--- src/rtl/hall_emulator_pkg.sv ---
// Shared hall definitions: six-step code table, step index width, invalid codes and timer states.
// The motor driver imports the same invalid-code constants for its detection logic.
package hall_emulator_pkg;

    localparam int STEP_INDEX_WIDTH = 3;

    localparam logic [2:0] HALL_CODE_0 = 3'b001;
    localparam logic [2:0] HALL_CODE_1 = 3'b011;
    localparam logic [2:0] HALL_CODE_2 = 3'b010;
    localparam logic [2:0] HALL_CODE_3 = 3'b110;
    localparam logic [2:0] HALL_CODE_4 = 3'b100;
    localparam logic [2:0] HALL_CODE_5 = 3'b101;

    localparam logic [2:0] HALL_INVALID_HI = 3'b111;
    localparam logic [2:0] HALL_INVALID_LO = 3'b000;

    typedef enum logic {
        TIMER_IDLE = 1'b0,
        TIMER_RUN  = 1'b1
    } timer_state_t;

    function automatic logic [2:0] hall_code(input logic [STEP_INDEX_WIDTH-1:0] idx);
        logic [2:0] code;
        case (idx)
            3'd1:    code = HALL_CODE_1;
            3'd2:    code = HALL_CODE_2;
            3'd3:    code = HALL_CODE_3;
            3'd4:    code = HALL_CODE_4;
            3'd5:    code = HALL_CODE_5;
            default: code = HALL_CODE_0;
        endcase
        return code;
    endfunction

    // Forward walks 0..5 upward, reverse walks downward; both wrap modulo 6.
    function automatic logic [STEP_INDEX_WIDTH-1:0] next_index(
        input logic [STEP_INDEX_WIDTH-1:0] idx,
        input logic                        reverse
    );
        logic [STEP_INDEX_WIDTH-1:0] nxt;
        if (reverse) begin
            nxt = (idx == 3'd0) ? 3'd5 : idx - 3'd1;
        end else begin
            nxt = (idx >= 3'd5) ? 3'd0 : idx + 3'd1;
        end
        return nxt;
    endfunction

endpackage

--- src/rtl/hall_emulator_step_timer.sv ---
// Step timer: latches the period, counts clocks in RUN and emits a one-cycle step tick
// on the last clock of each step.
module hall_step_timer
    import hall_emulator_pkg::*;
#(
    parameter int PERIOD_WIDTH = 16
) (
    input  logic                    clock,
    input  logic                    reset_n,
    input  logic                    i_enable,
    input  logic [PERIOD_WIDTH-1:0] i_period,
    output logic                    o_step_tick
);

    timer_state_t            r_state;
    timer_state_t            w_next_state;
    logic [PERIOD_WIDTH-1:0] r_timer;
    logic [PERIOD_WIDTH-1:0] w_timer_next;
    logic [PERIOD_WIDTH-1:0] r_period;
    logic                    w_load_period;
    logic                    w_tick;

    // Dropping enable wins over a step finishing in the same cycle.
    always_comb begin
        w_next_state  = r_state;
        w_timer_next  = r_timer;
        w_load_period = 1'b0;
        w_tick        = 1'b0;
        case (r_state)
            TIMER_IDLE: begin
                w_timer_next  = '0;
                w_load_period = 1'b1;
                if (i_enable && (i_period != '0)) begin
                    w_next_state = TIMER_RUN;
                end
            end
            TIMER_RUN: begin
                if (!i_enable) begin
                    w_next_state = TIMER_IDLE;
                    w_timer_next = '0;
                end else if (r_timer == (r_period - 1'b1)) begin
                    w_tick        = 1'b1;
                    w_timer_next  = '0;
                    w_load_period = 1'b1;
                    if (i_period == '0) begin
                        w_next_state = TIMER_IDLE;
                    end
                end else begin
                    w_timer_next = r_timer + 1'b1;
                end
            end
            default: begin
                w_next_state = TIMER_IDLE;
                w_timer_next = '0;
            end
        endcase
    end

    always_ff @(posedge clock) begin
        if (!reset_n) begin
            r_state  <= TIMER_IDLE;
            r_timer  <= '0;
            r_period <= '0;
        end else begin
            r_state <= w_next_state;
            r_timer <= w_timer_next;
            if (w_load_period) begin
                r_period <= i_period;
            end
        end
    end

    assign o_step_tick = w_tick;

endmodule

--- src/rtl/hall_emulator.sv ---
// Hall-sensor emulator top: step index, hall code register, step strobe and signed position.
// Define HALL_EMU_FAULT_EN to add the fault_inject port that forces hall=111 for one cycle.
module hall_emulator
    import hall_emulator_pkg::*;
#(
    parameter int PERIOD_WIDTH = 16,
    parameter int COUNT_WIDTH  = 16
) (
    input  logic                    clock,
    input  logic                    reset_n,
    input  logic                    enable,
    input  logic                    direction,
    input  logic [PERIOD_WIDTH-1:0] period,
`ifdef HALL_EMU_FAULT_EN
    input  logic                    fault_inject,
`endif
    output logic [2:0]              hall,
    output logic                    step_strobe,
    output logic [COUNT_WIDTH-1:0]  step_count
);

    logic [STEP_INDEX_WIDTH-1:0] r_index;
    logic [2:0]                  r_hall;
    logic                        r_strobe;
    logic [COUNT_WIDTH-1:0]      r_count;
    logic                        w_step_tick;
    logic [STEP_INDEX_WIDTH-1:0] w_next_index;
    logic [2:0]                  w_hall_next;

    hall_step_timer #(
        .PERIOD_WIDTH (PERIOD_WIDTH)
    ) u_step_timer (
        .clock       (clock),
        .reset_n     (reset_n),
        .i_enable    (enable),
        .i_period    (period),
        .o_step_tick (w_step_tick)
    );

    assign w_next_index = next_index(r_index, direction);

    // The override only masks the displayed code; the index keeps advancing underneath.
    always_comb begin
        w_hall_next = hall_code(w_step_tick ? w_next_index : r_index);
`ifdef HALL_EMU_FAULT_EN
        if (fault_inject) begin
            w_hall_next = HALL_INVALID_HI;
        end
`endif
    end

    always_ff @(posedge clock) begin
        if (!reset_n) begin
            r_index  <= '0;
            r_hall   <= HALL_CODE_0;
            r_strobe <= 1'b0;
            r_count  <= '0;
        end else begin
            r_strobe <= w_step_tick;
            r_hall   <= w_hall_next;
            if (w_step_tick) begin
                r_index <= w_next_index;
                r_count <= direction ? (r_count - 1'b1) : (r_count + 1'b1);
            end
        end
    end

    assign hall        = r_hall;
    assign step_strobe = r_strobe;
    assign step_count  = r_count;

endmodule

--- config.mk ---
export PLATFORM = sky130hd
export DESIGN_NAME = hall_emulator
export DESIGN_NICKNAME = d
export VERILOG_FILES = /design/src/rtl/hall_emulator_pkg.sv /design/src/rtl/hall_emulator_step_timer.sv /design/src/rtl/hall_emulator.sv
export SDC_FILE = /design/constraint.sdc
export NUM_CORES = 1
export LEC_CHECK = 0
export CAP_MARGIN = 20
export CORE_ASPECT_RATIO = 1.4
export CORE_MARGIN = 3
export CORE_UTILIZATION = 24
export DETAILED_ROUTE_END_ITERATION = 8
export SYNTH_ARGS = -nofsm -noshare
export SYNTH_HDL_FRONTEND = slang
export SYNTH_SLANG_ARGS = --single-unit
--- constraint.sdc ---
create_clock -name clock -period 8.91 [get_ports clock]
set_input_delay 1.3365 -clock clock [delete_from_list [all_inputs] [get_ports clock]]
set_output_delay 1.3365 -clock clock [all_outputs]
set_load 0.02 [all_outputs]
Yosys cells after proc, flatten, opt, wreduce, memory -nomap -nowiden:

Cells that the tools add are included.

* bits in registers: 56
* latch bits: 0
* RAM bits: 0
* bits in read-only memories: 0
* input bits: 20
* memories kept: 0

* add/sub/neg operators: 6
* multipliers: 0
* divide/modulo/power cells: 0
* $lt $le $gt $ge: 1
* equality and inequality tests: 6
* shifts and indexed selects: 0
* multiplexer cells: 18
* bitwise operators: 1
* reduce and logical (&&, ||, !) cells: 4

Operators by type and width (number)
* 16-bit 2-to-1 mux: 3
* 16-bit by 1-bit adder with 16-bit output, second input constant: 2
* 16-bit case mux with 2 select lines: 1
* 16-bit by 1-bit subtractor with 16-bit output, second input constant: 2
* 16-bit equality test: 1
* 16-bit logical NOT: 1
* 16-bit nonzero test: 1
* 3-bit case mux with 5 select lines: 1
* 3-bit 2-to-1 mux: 4
* 1-bit 2-to-1 mux: 7
* 3-bit by 2-bit equality test with 1-bit output, second input constant: 2
* 3-bit equality test, second input constant: 2
* 1-bit case mux with 2 select lines: 2
* 3-bit by 1-bit adder with 3-bit output, second input constant: 1
* 3-bit by 1-bit equality test with 1-bit output, second input constant: 1
* 3-bit greater-or-equal comparator, second input constant: 1
* 3-bit logical NOT: 1
* 3-bit by 1-bit subtractor with 3-bit output, second input constant: 1
* 1-bit logical AND: 1
* 1-bit inverter: 1

Logic depth before layout (Yosys ltp):

* depth after elaboration: 8
* mapped depth: 14
* depth with buffers taken out: 11

Modules after synthesis:

From an unflattened synthesis, not the netlist that was laid out.

* cells, all modules: 463
* area, all modules: 3967.6 µm²

By module, submodules not included
* hall_step_timer: times used 1, cells an instance 247, area each 2222.1 µm²
* hall_emulator: times used 1, cells an instance 216, area each 1745.4 µm²

Worst setup path after synthesis:

Ideal clock, no wire load.

* kind: register to register
* from: register u_step_timer.r_period[0]
* to: register r_hall[0] (netlist: hall[0])
* library setup time: 115 ps
* arrival: 3377 ps
* required time: 8795 ps
* slack: 5418 ps
* stages on the path, launching flop included: 13
* buffers on the path: 1
* clock period less this slack: 3492 ps
* cell sequence: dfxtp_1 inv_1 ha_1 or4b_2 clkbuf_1 nor4_1 o21ai_0 o311a_1 a21o_1 nor3_4 mux2i_1 nand2_1 o2bb2a_4

* cells in the longest elaborated chain, start to end: 8

Ends and longest elaborated chain
* start: declaration: line hall_emulator_step_timer.sv:19 `logic [PERIOD_WIDTH-1:0] r_period;`
* start signal: assignment: line hall_emulator_step_timer.sv:68 `r_period <= i_period;`
* 16-bit by 1-bit subtractor with 16-bit output (*): line hall_emulator_step_timer.sv:41 `end else if (r_timer == (r_period - 1'b1)) begin`
* 16-bit equality test (*): line hall_emulator_step_timer.sv:41
* 1-bit 2-to-1 mux (*): line hall_emulator_step_timer.sv:41
* 1-bit 2-to-1 mux (*): line hall_emulator_step_timer.sv:38 `if (!i_enable) begin`
* 1-bit 2-to-1 mux (*): line hall_emulator_step_timer.sv:29 `case (r_state)`
* 3-bit 2-to-1 mux (*)
* 3-bit equality test (tied with other cells): line hall_emulator_pkg.sv:24 `case (idx)`
* 3-bit case mux with 5 select lines (*): line hall_emulator_pkg.sv:24
* end signal: assignment: line hall_emulator.sv:60 `r_hall <= w_hall_next;`
* end: declaration: line hall_emulator.sv:23 `logic [2:0] r_hall;`

Mark *: on every way between the ends. The rest lies on a longest branch, timed or not.
A chain may end at the register's enable or synchronous reset.

Worst setup path after layout:

* from: input direction
* to: register r_count[14] (netlist: step_count[14])

* cells in the longest elaborated chain, start to end: 1

Ends and longest elaborated chain
* start: declaration: line hall_emulator.sv:12 `input logic direction,`
* 16-bit 2-to-1 mux: line hall_emulator.sv:63 `r_count <= direction ? (r_count - 1'b1) : (r_count + 1'b1);`
* end signal: assignment: line hall_emulator.sv:63
* end: declaration: line hall_emulator.sv:25 `logic [COUNT_WIDTH-1:0] r_count;`

No other way between the ends.

==> results.yml <==
floorplanning:
  dieArea_sq_mm: 0.0164
  initial_utilization_pct: 24.7
  fp.coreArea_sq_mm: 0.0145
  die_w_um: 109
  rows: 52
  io_pins: 40
  die_h_um: 151
placement:
  dpl.hpwl_um: 6720
  portBuffers: 39
  place_congestion: 0.825
  place_area_sq_mm: 0.00415
  preCtsSetupSlack_ns: 3.94
worst_setup_path:
  worst_path_most_repeated_cell: "o21ai_0"
  crit_chain: "clkdlybuf4s50_1 > inv_1 > fa_1 > nor2b_1 > o21a_1 > o21ai_0 > a21oi_1 > o2111ai_1 > a311oi_1 > o21ai_0 > and3_1 > o41ai_1"
  startpoint_type: "primary input"
  critical-path-slowest-cell: "clkdlybuf4s50_1"
  slowest_delay_ns: 1.01
  crit_fanout: 21
  crit_required_ns: 9.11
  cp.arrival_ns: 4.82
  crit_type: "primary input to flip-flop"
  crit_path_end_kind: "flip-flop"
route:
  ant_nets: 0
  drt_wl_total_um: 8790
  via_per_inst: 4.89
  drtPass1Iterations: 4
  drc_errors: 0
  routed-via-count: 3199
  drtIter0Drc: 86
  avgRoutedWirePerCell_um: 13.4
finish:
  area_growth_pct: 21.5
  drive_above_1_share_pct: 5.38
  seq_area_sq_mm: 0.00112
  final_area_sq_mm: 0.00435
  n_antenna_cell: 0
  fillCellCount: 1517
  nets: 505
  final_util_pct: 30.0
  multi_input_comb_area_sq_mm: 0.00232
yosys:
  netlist_area_sq_mm: 0.00358
  synth_area_per_cell_sq_um: 8.29
  yosys_warnings: 0
  synth_fp_nets: 473
  ys_types: 61
  ys_ff_latch: 56
  async_reset_ff_share_pct: 0
  synth_ff_type: "dfxtp_1"
  synth_edf_count: 0
  synthCells: 432
  ys_seq_area_share_pct: 31.3
pwr:
  power.leakage_nw: 1.61
  p_per_area_mw_per_mm2: 131
  vdd_drop_max_mv: 0.0775
status:
  status: "finished clean"
clocking:
  cts_inserted_buffers: 5
  clkLatencyLatePin_ns: 0.29
  cts_root_buf: "clkbuf_16"
  cts_tree: "built"
  h-tree-depth: 2
  clk_pin_slew_ns: 0.07
  cts_setup_buffers: 0
  clockBufferDepth: 2
  cts_resized: 0
  ctsHoldBuffers: 0
  cts.sinks: 56
sta:
  holdWs_ns: 0.483
  slew_headroom_pct: 33.3
  hold_viol: 0
  setup_tns_ns: 0
  fmax_ghz: 0.216
  fin_worst_skew_ns: 0.00523
  rsz0062_at_grt: "no"
  finalSetupViolations: 0
  setup_slack_ns: 4.28
  period_needed_ns: 4.63
  tightest_slew_ns: 0.997
  drv_slew: 0
  fin_crit_sh_pct: 51.9
worst_hold_path:
  min_path_type: "flip-flop to flip-flop"
global_routing:
  antenna_found_initial: 0
  grt_first_pass_wirelength_um: 14100
  grt_max_degree: 35
  grt_overflow: 0
  grt_usage_pct: 10.7
  first_global_vias: 3105
job:
  max_cap_violations: 0
==> metal layers <==
metal  part of all wire (%)  up-vias  track usage [%]  wire [um]
li1                       -     1597                -          -
met1                     42     1514             11.7       3680
met2                     52       71             20.0       4530
met3                    3.0       17             1.46        261
met4                    3.5        0             4.87        312
met5                      0        -                0          0
==> synth_stat cells (2+ instances only) <==
| cell type | instances | area (sq um) |
|---|---|---|
| inv_1 | 19 | 71.3 |
| a31oi_1 | 4 | 25.0 |
| nor2b_1 | 4 | 25.0 |
| or2_2 | 6 | 37.5 |
| a2111oi_0 | 2 | 17.5 |
| o31ai_1 | 2 | 15.0 |
| clkbuf_1 | 13 | 48.8 |
| buf_2 | 2 | 10.0 |
| mux2i_1 | 27 | 270 |
| xor2_1 | 20 | 175 |
| xnor2_1 | 27 | 236 |
| dfxtp_1 | 56 | 1120 |
| nand3_1 | 21 | 105 |
| nor4b_1 | 2 | 17.5 |
| a21boi_0 | 2 | 15.0 |
| ha_1 | 20 | 250 |
| o311a_1 | 2 | 20.0 |
| or4_4 | 2 | 22.5 |
| a21oi_1 | 20 | 100 |
| nor4_1 | 10 | 62.6 |
| a21o_1 | 5 | 37.5 |
| nand4b_1 | 2 | 17.5 |
| o2111ai_1 | 2 | 17.5 |
| or3_1 | 3 | 18.8 |
| nand2_1 | 25 | 93.8 |
| or4_1 | 3 | 22.5 |
| o21ai_0 | 11 | 55.1 |
| nand4_1 | 7 | 43.8 |
| nor2_1 | 64 | 240 |
| o21a_1 | 4 | 30.0 |
| nor3_1 | 8 | 40.0 |
| and3_1 | 5 | 31.3 |
| nand2b_1 | 4 | 25.0 |
==> worst paths after layout <==
kind	startpoint	end	slack, ns	cells past startpoint
worst max-delay path	direction	step_count[14]	4.28	12
worst min register to register	step_count[11]	step_count[11]	0.48	2
worst max register to register	u_step_timer.r_period[0]	hall[0]	4.56	11
worst min-delay path	step_count[11]	step_count[11]	0.48	2
==> cells by family (layout without fill, tap and decap cells) <==
| kind of cell | count (synthesis) | in the layout | share of synthesized area, % |
|---|---|---|---|
| buf+inv | 36 | 69 | 3.95 |
| compound gates | 71 | 71 | 13.7 |
| fa+ha+maj | 21 | 21 | 7.55 |
| simple gates | 174 | 174 | 24.5 |
| mux | 27 | 27 | 7.55 |
| flops | 56 | 56 | 31.3 |
| xor+xnor | 47 | 47 | 11.5 |
==> layout make-up <==
class	instances	area share, %
flip-flops and latches	56	25.8
clock buffers	6	3.19
inverters	20	1.73
multi-input cells	340	53.4
well taps	189	5.44
clock inverters	2	0.892
repair buffers	41	9.61
==> state kept, by name, summed over array words and instances (netlist names) <==
signal	count
step_count	16
u_step_timer.r_timer	16
hall	3
u_step_timer.r_state	1
u_step_timer.r_period	16
r_index	3
step_strobe	1
==> through the flow <==
stage / total power, mW / cells
6_report: 0.572 / 654
3_3_place_gp: 0.340 / 645
5_1_grt: 0.599 / 654
2_1_floorplan: 0.318 / 432
3_5_place_dp: 0.342 / 645
4_1_cts: 0.580 / 653
==> critical path: cells and delay by family <==
family,cells,cell delay [ns]
fa+ha+maj,1,0.54
simple gates,2,0.33
compound gates,7,1.30
buf+inv,2,1.32
==> cell usage in the layout, fill, tap and decap left out, types with 10 or more instances in the layout <==
master	count
nand3_1	21
dfxtp_1	56
ha_1	20
a21oi_1	20
nand2_1	25
xor2_1	20
o21ai_0	11
inv_1	19
xnor2_1	27
clkdlybuf4s50_1	39
mux2i_1	27
nor2_1	64
nor4_1	10
==> where the power goes <==
group	total [mW]	internal, mW	switching [mW]
clock	0.234	0.141	0.0933
combinational	0.0747	0.0343	0.0404
sequential	0.263	0.255	0.00786
No activity file was read; power rests on OpenSTA's default activity.
